### config.mk
export PLATFORM = sky130hd
export DESIGN_NAME = s2p_frame_ctrl
export DESIGN_NICKNAME = d
export VERILOG_FILES = /design/src/rtl/s2p_pkg.sv /design/src/rtl/s2p_shift_reg.sv /design/src/rtl/s2p_frame_ctrl.sv
export SDC_FILE = /design/constraint.sdc
export NUM_CORES = 1
export LEC_CHECK = 0
export CORE_MARGIN = 2
export CORE_UTILIZATION = 52
export CTS_CLUSTER_SIZE = 12
export DETAILED_ROUTE_END_ITERATION = 8
export GPL_ROUTABILITY_DRIVEN = 0
export HOLD_SLACK_MARGIN = 0.12
export PLACE_DENSITY = 0.73
export SLEW_MARGIN = 20
export SYNTH_ARGS = -nofsm -noshare
export SYNTH_HDL_FRONTEND = slang
export SYNTH_SLANG_ARGS = --single-unit
### constraint.sdc
create_clock -name clk -period 2.4 [get_ports clk]
set_input_delay 0.6 -clock clk [delete_from_list [all_inputs] [get_ports clk]]
set_output_delay 0.6 -clock clk [all_outputs]
set_load 0.01 [all_outputs]
### src/rtl/s2p_pkg.sv
// rtl/s2p_pkg.sv - shared state encoding and default comma for the s2p framing controller
package s2p_pkg;

    typedef enum logic [1:0] {
        SEARCH = 2'd0,
        ALIGN  = 2'd1,
        LOCKED = 2'd2
    } s2p_state_e;

    localparam logic [7:0] S2P_COM_DEF = 8'hBC;

endpackage

### src/rtl/s2p_shift_reg.sv
// rtl/s2p_shift_reg.sv - enabled MSB-first shift register exposing stored and post-shift windows
module s2p_shift_reg #(
    parameter int WIDTH = 8
) (
    input  logic             clk,
    input  logic             reset_L,
    input  logic             i_en,
    input  logic             i_din,
    output logic [WIDTH-1:0] o_sr,
    output logic [WIDTH-1:0] o_win
);

    logic [WIDTH-1:0] r_sr;

    // Window as it will look after this bit is shifted in; all compares use it
    assign o_win = {r_sr[WIDTH-2:0], i_din};
    assign o_sr  = r_sr;

    // Shift one bit in whenever the serial strobe is present
    always_ff @(posedge clk) begin
        if (!reset_L) begin
            r_sr <= '0;
        end else if (i_en) begin
            r_sr <= o_win;
        end
    end

endmodule

### src/rtl/s2p_frame_ctrl.sv
// rtl/s2p_frame_ctrl.sv - comma hunt, byte alignment and lock supervision; S2P_ERRCNT_EN adds err_cnt
module s2p_frame_ctrl
    import s2p_pkg::*;
#(
    parameter int               WIDTH    = 8,
    parameter logic [WIDTH-1:0] COM      = S2P_COM_DEF,
    parameter int               SYNC_CNT = 4,
    parameter int               MAX_GAP  = 16
) (
    input  logic             clk,
    input  logic             reset_L,
    input  logic             bit_en,
    input  logic             data_in,
    output logic [WIDTH-1:0] data_out,
    output logic             valid_out,
    output logic             active
`ifdef S2P_ERRCNT_EN
    ,
    output logic [7:0]       err_cnt
`endif
);

    localparam int BW = (WIDTH > 1) ? $clog2(WIDTH) : 1;
    localparam int CW = $clog2(SYNC_CNT + 1);
    localparam int GW = $clog2(MAX_GAP + 1);
    localparam logic [BW-1:0] BIT_LAST = BW'(WIDTH - 1);
    localparam logic [CW-1:0] SYNC_TGT = CW'(SYNC_CNT);
    localparam logic [GW-1:0] GAP_LIM  = GW'(MAX_GAP);

    s2p_state_e       r_state, w_state_nxt;
    logic [BW-1:0]    r_bit_cnt, w_bit_nxt;
    logic [CW-1:0]    r_com_cnt, w_com_nxt;
    logic [GW-1:0]    r_gap_cnt, w_gap_nxt;
    logic [WIDTH-1:0] r_data_out, w_data_nxt;
    logic             r_valid, w_valid_nxt;
    logic             r_active, w_active_nxt;
    logic [WIDTH-1:0] w_sr;
    logic [WIDTH-1:0] w_win;
    logic             w_boundary;
    logic             w_is_com;
`ifdef S2P_ERRCNT_EN
    logic [7:0]       r_err_cnt, w_err_nxt;
`endif

    s2p_shift_reg #(.WIDTH(WIDTH)) u_shift_reg (
        .clk     (clk),
        .reset_L (reset_L),
        .i_en    (bit_en),
        .i_din   (data_in),
        .o_sr    (w_sr),
        .o_win   (w_win)
    );

    assign w_boundary = (r_bit_cnt == BIT_LAST);
    assign w_is_com   = (w_win == COM);

    // Next-state, counter and output decisions; nothing moves without bit_en
    always_comb begin
        w_state_nxt  = r_state;
        w_bit_nxt    = r_bit_cnt;
        w_com_nxt    = r_com_cnt;
        w_gap_nxt    = r_gap_cnt;
        w_data_nxt   = r_data_out;
        w_valid_nxt  = 1'b0;
        w_active_nxt = r_active;
`ifdef S2P_ERRCNT_EN
        w_err_nxt    = r_err_cnt;
`endif
        if (bit_en) begin
            w_bit_nxt = w_boundary ? '0 : r_bit_cnt + 1'b1;
            case (r_state)
                SEARCH: begin
                    // A comma at any bit position defines the new byte boundary
                    if (w_is_com) begin
                        w_bit_nxt = '0;
                        w_com_nxt = CW'(1);
                        if (SYNC_CNT == 1) begin
                            w_state_nxt  = LOCKED;
                            w_active_nxt = 1'b1;
                            w_gap_nxt    = '0;
                        end else begin
                            w_state_nxt = ALIGN;
                        end
                    end
                end
                ALIGN: begin
                    if (w_boundary) begin
                        if (w_is_com) begin
                            w_com_nxt = r_com_cnt + 1'b1;
                            if (r_com_cnt + 1'b1 == SYNC_TGT) begin
                                w_state_nxt  = LOCKED;
                                w_active_nxt = 1'b1;
                                w_gap_nxt    = '0;
                            end
                        end else begin
                            w_state_nxt = SEARCH;
                            w_com_nxt   = '0;
                        end
                    end
                end
                LOCKED: begin
                    if (w_boundary) begin
                        if (w_is_com) begin
                            w_gap_nxt = '0;
                        end else if (r_gap_cnt == GAP_LIM) begin
                            // Gap overflow: drop lock and swallow this byte
                            w_state_nxt  = SEARCH;
                            w_active_nxt = 1'b0;
                            w_com_nxt    = '0;
                            w_gap_nxt    = '0;
`ifdef S2P_ERRCNT_EN
                            if (r_err_cnt != 8'hFF) begin
                                w_err_nxt = r_err_cnt + 8'd1;
                            end
`endif
                        end else begin
                            w_data_nxt  = w_win;
                            w_valid_nxt = 1'b1;
                            w_gap_nxt   = r_gap_cnt + 1'b1;
                        end
                    end
                end
                default: begin
                    w_state_nxt = SEARCH;
                end
            endcase
        end
    end

    // State, counters and registered outputs; reset wins over any strobe
    always_ff @(posedge clk) begin
        if (!reset_L) begin
            r_state    <= SEARCH;
            r_bit_cnt  <= '0;
            r_com_cnt  <= '0;
            r_gap_cnt  <= '0;
            r_data_out <= '0;
            r_valid    <= 1'b0;
            r_active   <= 1'b0;
`ifdef S2P_ERRCNT_EN
            r_err_cnt  <= 8'd0;
`endif
        end else begin
            r_state    <= w_state_nxt;
            r_bit_cnt  <= w_bit_nxt;
            r_com_cnt  <= w_com_nxt;
            r_gap_cnt  <= w_gap_nxt;
            r_data_out <= w_data_nxt;
            r_valid    <= w_valid_nxt;
            r_active   <= w_active_nxt;
`ifdef S2P_ERRCNT_EN
            r_err_cnt  <= w_err_nxt;
`endif
        end
    end

    assign data_out  = r_data_out;
    assign valid_out = r_valid;
    assign active    = r_active;
`ifdef S2P_ERRCNT_EN
    assign err_cnt   = r_err_cnt;
`endif

endmodule

== Word-level counts from Yosys, hierarchy flattened ==
Index checks and enable logic that the tools add are counted.
Word-level totals
  bits in registers: 30
  input port bits: 4
  output and inout bits: 10
  word-level logic and storage cells: 73
Cells by class
  $add $sub $neg: 3
  equal/unequal tests: 14
  multiplexer cells: 33
  bitwise gates (word level): 6
  reductions and logical operators: 9
Operator list (count)
  5-bit 2-to-1 mux: 6
  3-bit 2-to-1 mux: 9
  2-bit 2-to-1 mux: 7
  2-bit inequality test, second input constant: 7
  7-bit AND reduction: 2
  5-bit case mux with 2 select lines: 1
  3-bit case mux with 3 select lines: 1
  8-bit == test, second input constant: 1
  8-bit AND reduction: 1
  1-bit 2-to-1 mux: 7
  3-bit by 1-bit adder with 3-bit output, second input constant: 2
  3-bit == test, second input constant: 2
  1-bit NOT: 6
  2-bit case mux with 3 select lines: 1
  6-bit AND reduction: 1
  5-bit by 1-bit adder with 5-bit output, second input constant: 1
  5-bit == test, second input constant: 1
  5-bit AND reduction: 1
  5-bit OR reduction: 1
  3-bit inequality test, second input constant: 1
  3-bit nonzero test: 1
  2-bit by 1-bit == test with 1-bit output, second input constant: 1
  2-bit == test, second input constant: 1
  2-bit zero test: 1
  other kinds (2): 2

== Logic depth before layout (Yosys ltp) ==
Gate-level depths: netlist of run 1.
  depth in word-level cells: 6
  gate-level depth with buffers: 7
  depth with buffers taken out: 6

== Hierarchy ==
A second synthesis of run 1 with hierarchy kept.
Second synthesis, totals
  cells, all modules: 164
  area, all modules: 1621.6 um2
By module, submodules not included
  s2p_frame_ctrl: times used 1, cells an instance 131, area each 1260.0 um2, sequential area each 460.4 um2
  s2p_shift_reg: times used 1, cells an instance 33, area each 361.6 um2, sequential area each 160.2 um2

== Worst setup path before layout of run 1 ==
No wires, ideal clock.
  kind: reg-to-reg
  from: register r_state[0]
  to: register r_com_cnt[2]
  library setup time: 0.116 ns
  arrival time: 1.769 ns
  data required time: 2.284 ns
  path slack: 0.516 ns
  cell stages (with the launch flop): 8
  path buffers: 1
  clock period less this slack: 1.884 ns
  cells stage by stage: dfxtp_1 -> inv_1 -> ha_1 -> buf_2 -> or2_1 -> a221oi_4 -> nand4_1 -> a31o_1
On the way
  word-level cells in the longest chain between the ends: 3
  elaborated cells between the ends (all ways): 11
  those cells by class: 7 x eq/ne; 1 x mux; 3 x reduce/logical
RTL lines
  start, declared: RTL line s2p_frame_ctrl.sv:30  | s2p_state_e r_state, w_state_nxt;
  start signal, assigned: RTL line s2p_frame_ctrl.sv:144  | r_state <= w_state_nxt;
  2-bit == test, or another cell as far along: RTL line s2p_frame_ctrl.sv:71  | case (r_state)
  2-bit inequality test (no line) or 3-bit nonzero test (tied branches)
  7-bit AND reduction (no line)
  end signal, assigned: RTL line s2p_frame_ctrl.sv:146  | r_com_cnt <= w_com_nxt;
  end, declared: RTL line s2p_frame_ctrl.sv:32  | logic [CW-1:0] r_com_cnt, w_com_nxt;
Several ways; a longest one is shown, not always the timed one.
A chain may end at the register's enable or synchronous reset.

== Worst setup path after layout of run 1 ==
  from: input data_in
  to: register r_data_out[2], in the netlist data_out[2]
On the way
  word-level cells in the longest chain between the ends: 3
RTL lines
  start, declared: RTL line s2p_frame_ctrl.sv:13  | input logic data_in,
  8-bit == test: RTL line s2p_frame_ctrl.sv:55  | assign w_is_com = (w_win == COM);
  1-bit NOT (no line)
  5-bit AND reduction (no line)
  end signal, assigned: RTL line s2p_frame_ctrl.sv:148  | r_data_out <= w_data_nxt;
  end, declared: RTL line s2p_frame_ctrl.sv:34  | logic [WIDTH-1:0] r_data_out, w_data_nxt;
Every way passes these cells.

==> summary.md, run 1 <==
| Metric | Value |
|---|---|
| Run status | `finished, final reports clean` |
| CTS tree | `built` |
| Vias in the first global route | `1,227` |
| Detailed-route wire length per cell | `15.0 µm` |
| HP Class | `reg2reg` |
| Kind of critical path | `in2reg` |
| Post-route DRC violation count | `0` |
| Vias | `1,322` |
| Post-DP HPWL | `2.42 mm` |
| Root buffer cell | `clkbuf_4` |
| Routed Antenna Nets | `0` |
| Crit path max fanout | `9` |
| Overflow after GRT | `0` |
| Number of synthesized register bits | `30` |
| YS warnings | `0` |
| CP Launch Type | `input port` |
| Hold depth | `2` |
| Final setup viols | `0` |
| Worst vdd ir | `399 µV` |
| First-pass GRT wire length | `5.54 mm` |
| Mapped cell area | `1570 µm²` |
| Sequential power share | `0.578` |
| Minimum clock period | `2090 ps` |
| Die area | `3480 µm²` |
| Post-CTS Setup Inserts | `0` |
| Detailed Route Iter0 Violations | `85` |
| Cts repair resizes | `0` |
| RSZ-0062 raised after global routing | `false` |
| Final wirelength | `3.31 mm` |
| GRT Total Usage | `0.210` |
| Crit. Startpoint | `data_in` |
| Power per cell area | `475 nW/µm²` |
| Net switching fraction of the power | `0.247` |
| Tcrit/Tclk final | `0.869` |
| Ant. Diodes | `0` |
| Worst Tran Pin Value | `388 ps` |
| WP data arrival | `2300 ps` |
| Setup TNS | `0 ps` |
| Slew Limit Fails | `0` |
| Post-synth cell types | `47` |
| Core area | `2810 µm²` |
| Post-synth EDFFs | `0` |
| Total leakage power | `0.759 nW` |
| Clk sinks | `30` |
| Layout Skew | `7.91 ps` |
| Power Total | `0.876 mW` |
| DRT Pass-1 Iters | `5` |
| Mapped Nets | `182` |
| H-tree depth | `2` |
| Starting Density | `0.561` |
| Clk Latency, worst-skew pair | `340 ps` |
| Fmax | `0.479 GHz` |
| FFs w/ async S/R, synth | `0` |
| Post-Syn Area per Cell | `9.37 µm²` |
| Post-synth top flop | `dfxtp_1` |
| Comb pwr share | `0.048` |
| Reg-to-reg startpoint | `r_state[1]` |
| MaxCap Viol Count | `0` |
| Pin count of the biggest net entering global routing | `26` |
| Port-buffer cells | `13` |
| Fin. Hold Viols | `0` |
| Share of layout cells above drive strength 1 | `0.137` |
| CTS buffer count | `5` |
| Worst hold start | `r_bit_cnt[0]` |
| Chip height | `59.0 µm` |
| Required @ worst endpoint | `2610 ps` |
| Clock share of power | `0.375` |
| Die Wd | `59.0 µm` |
| Std cell rows | `19` |
| Number of hold buffers added after cts | `0` |
| Clock transition at path regs | `100 ps` |
| Initial antenna violation count | `0` |
| Critical path endpoint category | `flop` |
| Final net count | `203` |
| Cells after Synth | `168` |
| # fillers | `241` |
| Sequential share of the synthesized area | `0.382` |
| Clk buf depth | `2` |
| Sw Pwr | `0.216 mW` |
| Slew Limit Headroom | `0.735` |
| Area growth, synth to finish | `17.2%` |
| Vias per cell | `5.98` |
| Internal Power | `0.660 mW` |
| R2R depth | `6` |
| IO Count | `14` |
[through the flow]
| step | hold WS, ps | instance area (µm²) | setup WS (ps) | utilization | std cells |
|---|---|---|---|---|---|
| 6_report | 478 | 1840 | 313 | 0.657 | 221 |
| 3_5_place_dp | 466 | 1780 | -44.8 | 0.635 | 213 |
| 4_1_cts | 478 | 1840 | 308 | 0.657 | 221 |
| 2_1_floorplan | 445 | 1570 | 516 | - | 168 |
| 3_3_place_gp | 452 | 1780 | 22.0 | 0.635 | 213 |
| 5_1_grt | 497 | 1840 | 273 | 0.657 | 221 |
[worst max-delay path: stages]
cell             delay (ps)
clkdlybuf4s50_1         440
or4b_4                  580
o2111ai_2               240
buf_12                  170
mux2i_1                 210
nor2_1                   60
[synth_stat cells, types with 2 or more instances]
cell type	n	area [µm²]
nor3_1	2	10.0
nand4_1	5	31.3
nand2b_1	3	18.8
ha_1	10	125
nand3_1	9	45.0
nand3b_1	2	15.0
a31oi_1	2	12.5
nand2_1	14	52.6
mux2i_1	17	170
and4_1	2	17.5
clkbuf_1	4	15.0
a21o_1	2	15.0
a21oi_1	6	30.0
nor2_1	19	71.3
inv_1	8	30.0
or3_1	2	12.5
a211o_1	2	17.5
dfxtp_1	30	601
[sequential cells by signal, indices dropped and copies added (netlist names)]
name,count
valid_out,1
u_shift_reg.o_sr,7
r_gap_cnt,5
data_out,8
r_state,2
r_com_cnt,3
r_bit_cnt,3
active,1
[worst paths after layout]
check	to	slack, ps
setup / recovery	data_out[2]	310
setup reg to reg	r_com_cnt[2]	390
hold reg to reg	r_bit_cnt[0]	480
hold / removal	r_bit_cnt[0]	480
[cell usage in the layout, fill, tap and decap left out, types with 2 or more instances in the layout]
| master | count |
|---|---|
| a211o_1 | 2 |
| a21o_1 | 2 |
| a21oi_1 | 6 |
| a31oi_1 | 2 |
| and4_1 | 2 |
| buf_4 | 7 |
| clkbuf_4 | 5 |
| clkdlybuf4s50_1 | 13 |
| dfxtp_1 | 30 |
| ha_1 | 10 |
| inv_1 | 8 |
| mux2i_1 | 17 |
| nand2_1 | 14 |
| nand2b_1 | 3 |
| nand3_1 | 9 |
| nand3b_1 | 2 |
| nand4_1 | 5 |
| nor2_1 | 19 |
| nor3_1 | 2 |
| or3_1 | 2 |
[final cells by class]
type / instances / area (µm²) / area share
clock buffer: 6 / 51.3 / 0.0278
clock inverter: 2 / 12.5 / 0.00678
timing repair buffer: 21 / 203 / 0.110
sequential: 30 / 601 / 0.326
inverter: 9 / 33.8 / 0.0183
tap: 31 / 38.8 / 0.0210
multi-input combinational: 122 / 905 / 0.491
[layer usage]
metal,share of wire,GRT usage
met2,0.48,0.332
met4,0.018,0.0942
met3,0.054,0.0568
met1,0.45,0.268
met5,0,0
[power by group through the flow]
| stage | logic [mW] | clock network [mW] | registers [mW] |
|---|---|---|---|
| 2_1_floorplan | 0.0263 | 0 | 0.517 |
| 3_3_place_gp | 0.0401 | 0 | 0.518 |
| 3_5_place_dp | 0.0409 | 0 | 0.518 |
| 4_1_cts | 0.0414 | 0.337 | 0.507 |
| 5_1_grt | 0.0455 | 0.358 | 0.507 |
| 6_report | 0.0416 | 0.328 | 0.506 |
[cell families after synthesis]
logic type                 share of synthesized area
and+or+nand+nor                                0.244
DFF                                            0.382
AOI/OAI and AO/OA                              0.138
muxes                                          0.108
buffers and inverters                         0.0437
adders and majority gates                     0.0795
xor gates and xnor gates                     0.00557
Power figures use the tool's default switching activity.
==> inputs of run 2 (changes only) <==
- CAP_MARGIN: not set -> 20
==> results of run 2 <==
Final layout, timing and power as in run 1 (identical DEF).
==> inputs of run 3 (changes only) <==
- CORE_UTILIZATION: 52 -> 51
- PLACE_DENSITY: 0.73 -> 0.82
- clock period: 2.4 -> 1.8 ns (I/O delays scaled with it)
==> run 3 against run 2 <==
Against the previous run: via count grew 14%; clock power up 34%; sequential power is 33% higher; clock skew decreased by 2.3 ps; design area rose by 14%; clock-buffer cell count did not move; setup slack got worse by 300 ps; flip-flop and latch count stayed put; routed wire length increased by 24%; non-clock buffer count rose by 21; cell count increased by 10%; critical path type unchanged; critical endpoint is now r_com_cnt[2].
==> summary.md, run 3 (same netlist as run 1, synthesis figures left out) <==
| Metric | Value |
|---|---|
| Fin. Hold Viols | `0 (unchanged)` |
| Starting Density | `0.524 (-0.0369)` |
| Root buffer cell | `clkbuf_4` |
| Setup TNS | `0 ps (unchanged)` |
| Vias in the first global route | `1,509 (+23%)` |
| Number of hold buffers added after cts | `0 (unchanged)` |
| HP Class | `reg2reg` |
| Area growth, synth to finish | `34.1%` |
| Final net count | `224 (+10%)` |
| Die Wd | `59.6 µm (+0.92%)` |
| Ant. Diodes | `0 (unchanged)` |
| RSZ-0062 raised after global routing | `true` |
| Met2 WL | `2.13 mm (+33%)` |
| Layout Cell Area excl Fill | `2110 µm² (+14%)` |
| Clk buf depth | `2 (unchanged)` |
| Power per cell area | `561 nW/µm² (+18%)` |
| CP Launch Type | `input port` |
| Clock transition at path regs | `100 ps (about the same)` |
| Core area | `3000 µm² (+7.0%)` |
| Routed Antenna Nets | `0 (unchanged)` |
| Layout Skew | `5.59 ps (-2.32 ps)` |
| Worst vdd ir | `456 µV (+14%)` |
| WP data arrival | `2030 ps (-270 ps)` |
| Slew Limit Headroom | `0.707 (-0.0277)` |
| Placed cell areas | `1890 µm² (+6.0%)` |
| First-pass GRT wire length | `6.72 mm (+21%)` |
| Reg-to-reg startpoint | `r_state[1]` |
| R2R Setup Slk | `20 ps (-370 ps)` |
| Chip height | `59.6 µm (+0.92%)` |
| H-tree depth | `2 (unchanged)` |
| Max reg flops | `8 (unchanged)` |
| DRT Pass-1 Iters | `4 (-1)` |
| Post-DP HPWL | `2.72 mm (+12%)` |
| Detailed-route wire length per cell | `16.8 µm (+12%)` |
| Fmax | `0.559 GHz` |
| Slew Limit Fails | `0 (unchanged)` |
| Most common cell after layout, fill and taps aside | `buf_4` |
| IO Count | `14 (unchanged)` |
| Pin count of the biggest net entering global routing | `26 (unchanged)` |
| MaxCap Viol Count | `0 (unchanged)` |
| Reg2reg end | `r_com_cnt[2]` |
| Crit path max fanout | `8 (-1)` |
| Overflow after GRT | `0 (unchanged)` |
| Detailed Route Iter0 Violations | `86 (+1.2%)` |
| Final wirelength | `4.11 mm (+24%)` |
| R2R depth | `6 (unchanged)` |
| Met3 wire length | `199 µm (+12%)` |
| Worst hold start | `r_bit_cnt[1]` |
| Port-buffer cells | `13 (unchanged)` |
| GRT Total Usage | `0.254 (+0.0439)` |
| Most frequent cells in the layout | `buf_4, dfxtp_1, nor2_1` |
| Initial antenna violation count | `0 (unchanged)` |
| Final setup viols | `0 (unchanged)` |
| Clk sinks | `30 (unchanged)` |
| Critical path endpoint category | `flop` |
| Top Metal Used | `met4` |
| Crit. Startpoint | `bit_en` |
| Worst Tran Pin Value | `439 ps (+50.9 ps)` |
| Minimum clock period | `1790 ps` |
| Std cell rows | `20 (+1)` |
| CTS tree | `built` |
| Die area | `3550 µm² (+1.8%)` |
| CTS buffer count | `5 (unchanged)` |
| Required @ worst endpoint | `2040 ps (-570 ps)` |
| Tcrit/Tclk final | `0.993` |
| Crit path capture | `r_com_cnt[2]` |
| Metal-1 WL | `1.63 mm (+11%)` |
| Power Total | `1.18 mW (+35%)` |
| Run status | `finished, final reports clean` |
| Vias per cell | `6.20 (+3.7%)` |
| Kind of critical path | `in2reg` |
| Clk Latency, worst-skew pair | `330 ps (about the same)` |
| Vias | `1,513 (+14%)` |
| Total leakage power | `0.857 nW (+13%)` |
| Post-route DRC violation count | `0 (unchanged)` |
| Share of layout cells above drive strength 1 | `0.308 (+0.171)` |
run 3: cell types whose count changed in the layout (fill, tap and decap cells not counted), sizes merged:
| cell | delta |
|---|---|
| dlygate4sd2 | +1 |
| clkdlybuf4s50 | -1 |
| buf | +21 |
run 3: worst min path at each step:
stage	to	slack (ps)	depth (start not counted)
6_report	r_bit_cnt[1]	480	2
5_1_grt	r_bit_cnt[0]	520	2
4_1_cts	r_bit_cnt[1]	490	2
3_5_place_dp	r_bit_cnt[2]	470	2
3_3_place_gp	r_bit_cnt[1]	450	2
2_1_floorplan	r_bit_cnt[1]	440	2
run 3: routing by layer:
layer | vias to the layer above | track usage
met5 | - | 0
met4 | 0 | 0.152
met3 | 17 | 0.0742
met2 | 57 | 0.421
met1 | 740 | 0.286
li1 | 699 | -
run 3: cell type report:
cell class,count,area (µm²)
Sequential cell,30,611
Clock buffer,6,51.3
Clock inverter,2,12.5
Timing Repair Buffer,42,354
Inverter,9,36.3
Tap cell,33,41.3
Fill cell,247,892
Multi-Input combinational cell,122,1000
run 3: power by group:
| part | switching, mW | leakage [nW] | internal, mW | total (mW) |
|---|---|---|---|---|
| sequential | 0.00633 | 0.245 | 0.669 | 0.675 |
| clock | 0.252 | 0.0343 | 0.188 | 0.439 |
| combinational | 0.0367 | 0.578 | 0.0323 | 0.0690 |
run 3: repair_timing:
item / in CTS / in global routing
gates cloned: 0 / 0
pin swaps: 6 / 7
resized for setup: 16 / 10
buffers inserted: 5 / 1
setup endpoints to repair: 15 / 15
run 3: worst max-delay path, stage by stage:
cell and delay (ps):
clkdlybuf4s50_1 600, inv_1 160, a221oi_4 350, nand4_1 240, a31o_1 220
run 3: through the flow:
step	utilization	hold slack, ps	cells	setup WS [ps]
final	0.703	483	244	12.4
after global placement	0.628	451	230	-390
after CTS	0.689	489	243	0.702
after detailed placement	0.628	470	230	-475
after floorplan	-	445	168	2.99
after global routing	0.703	516	244	-88.8
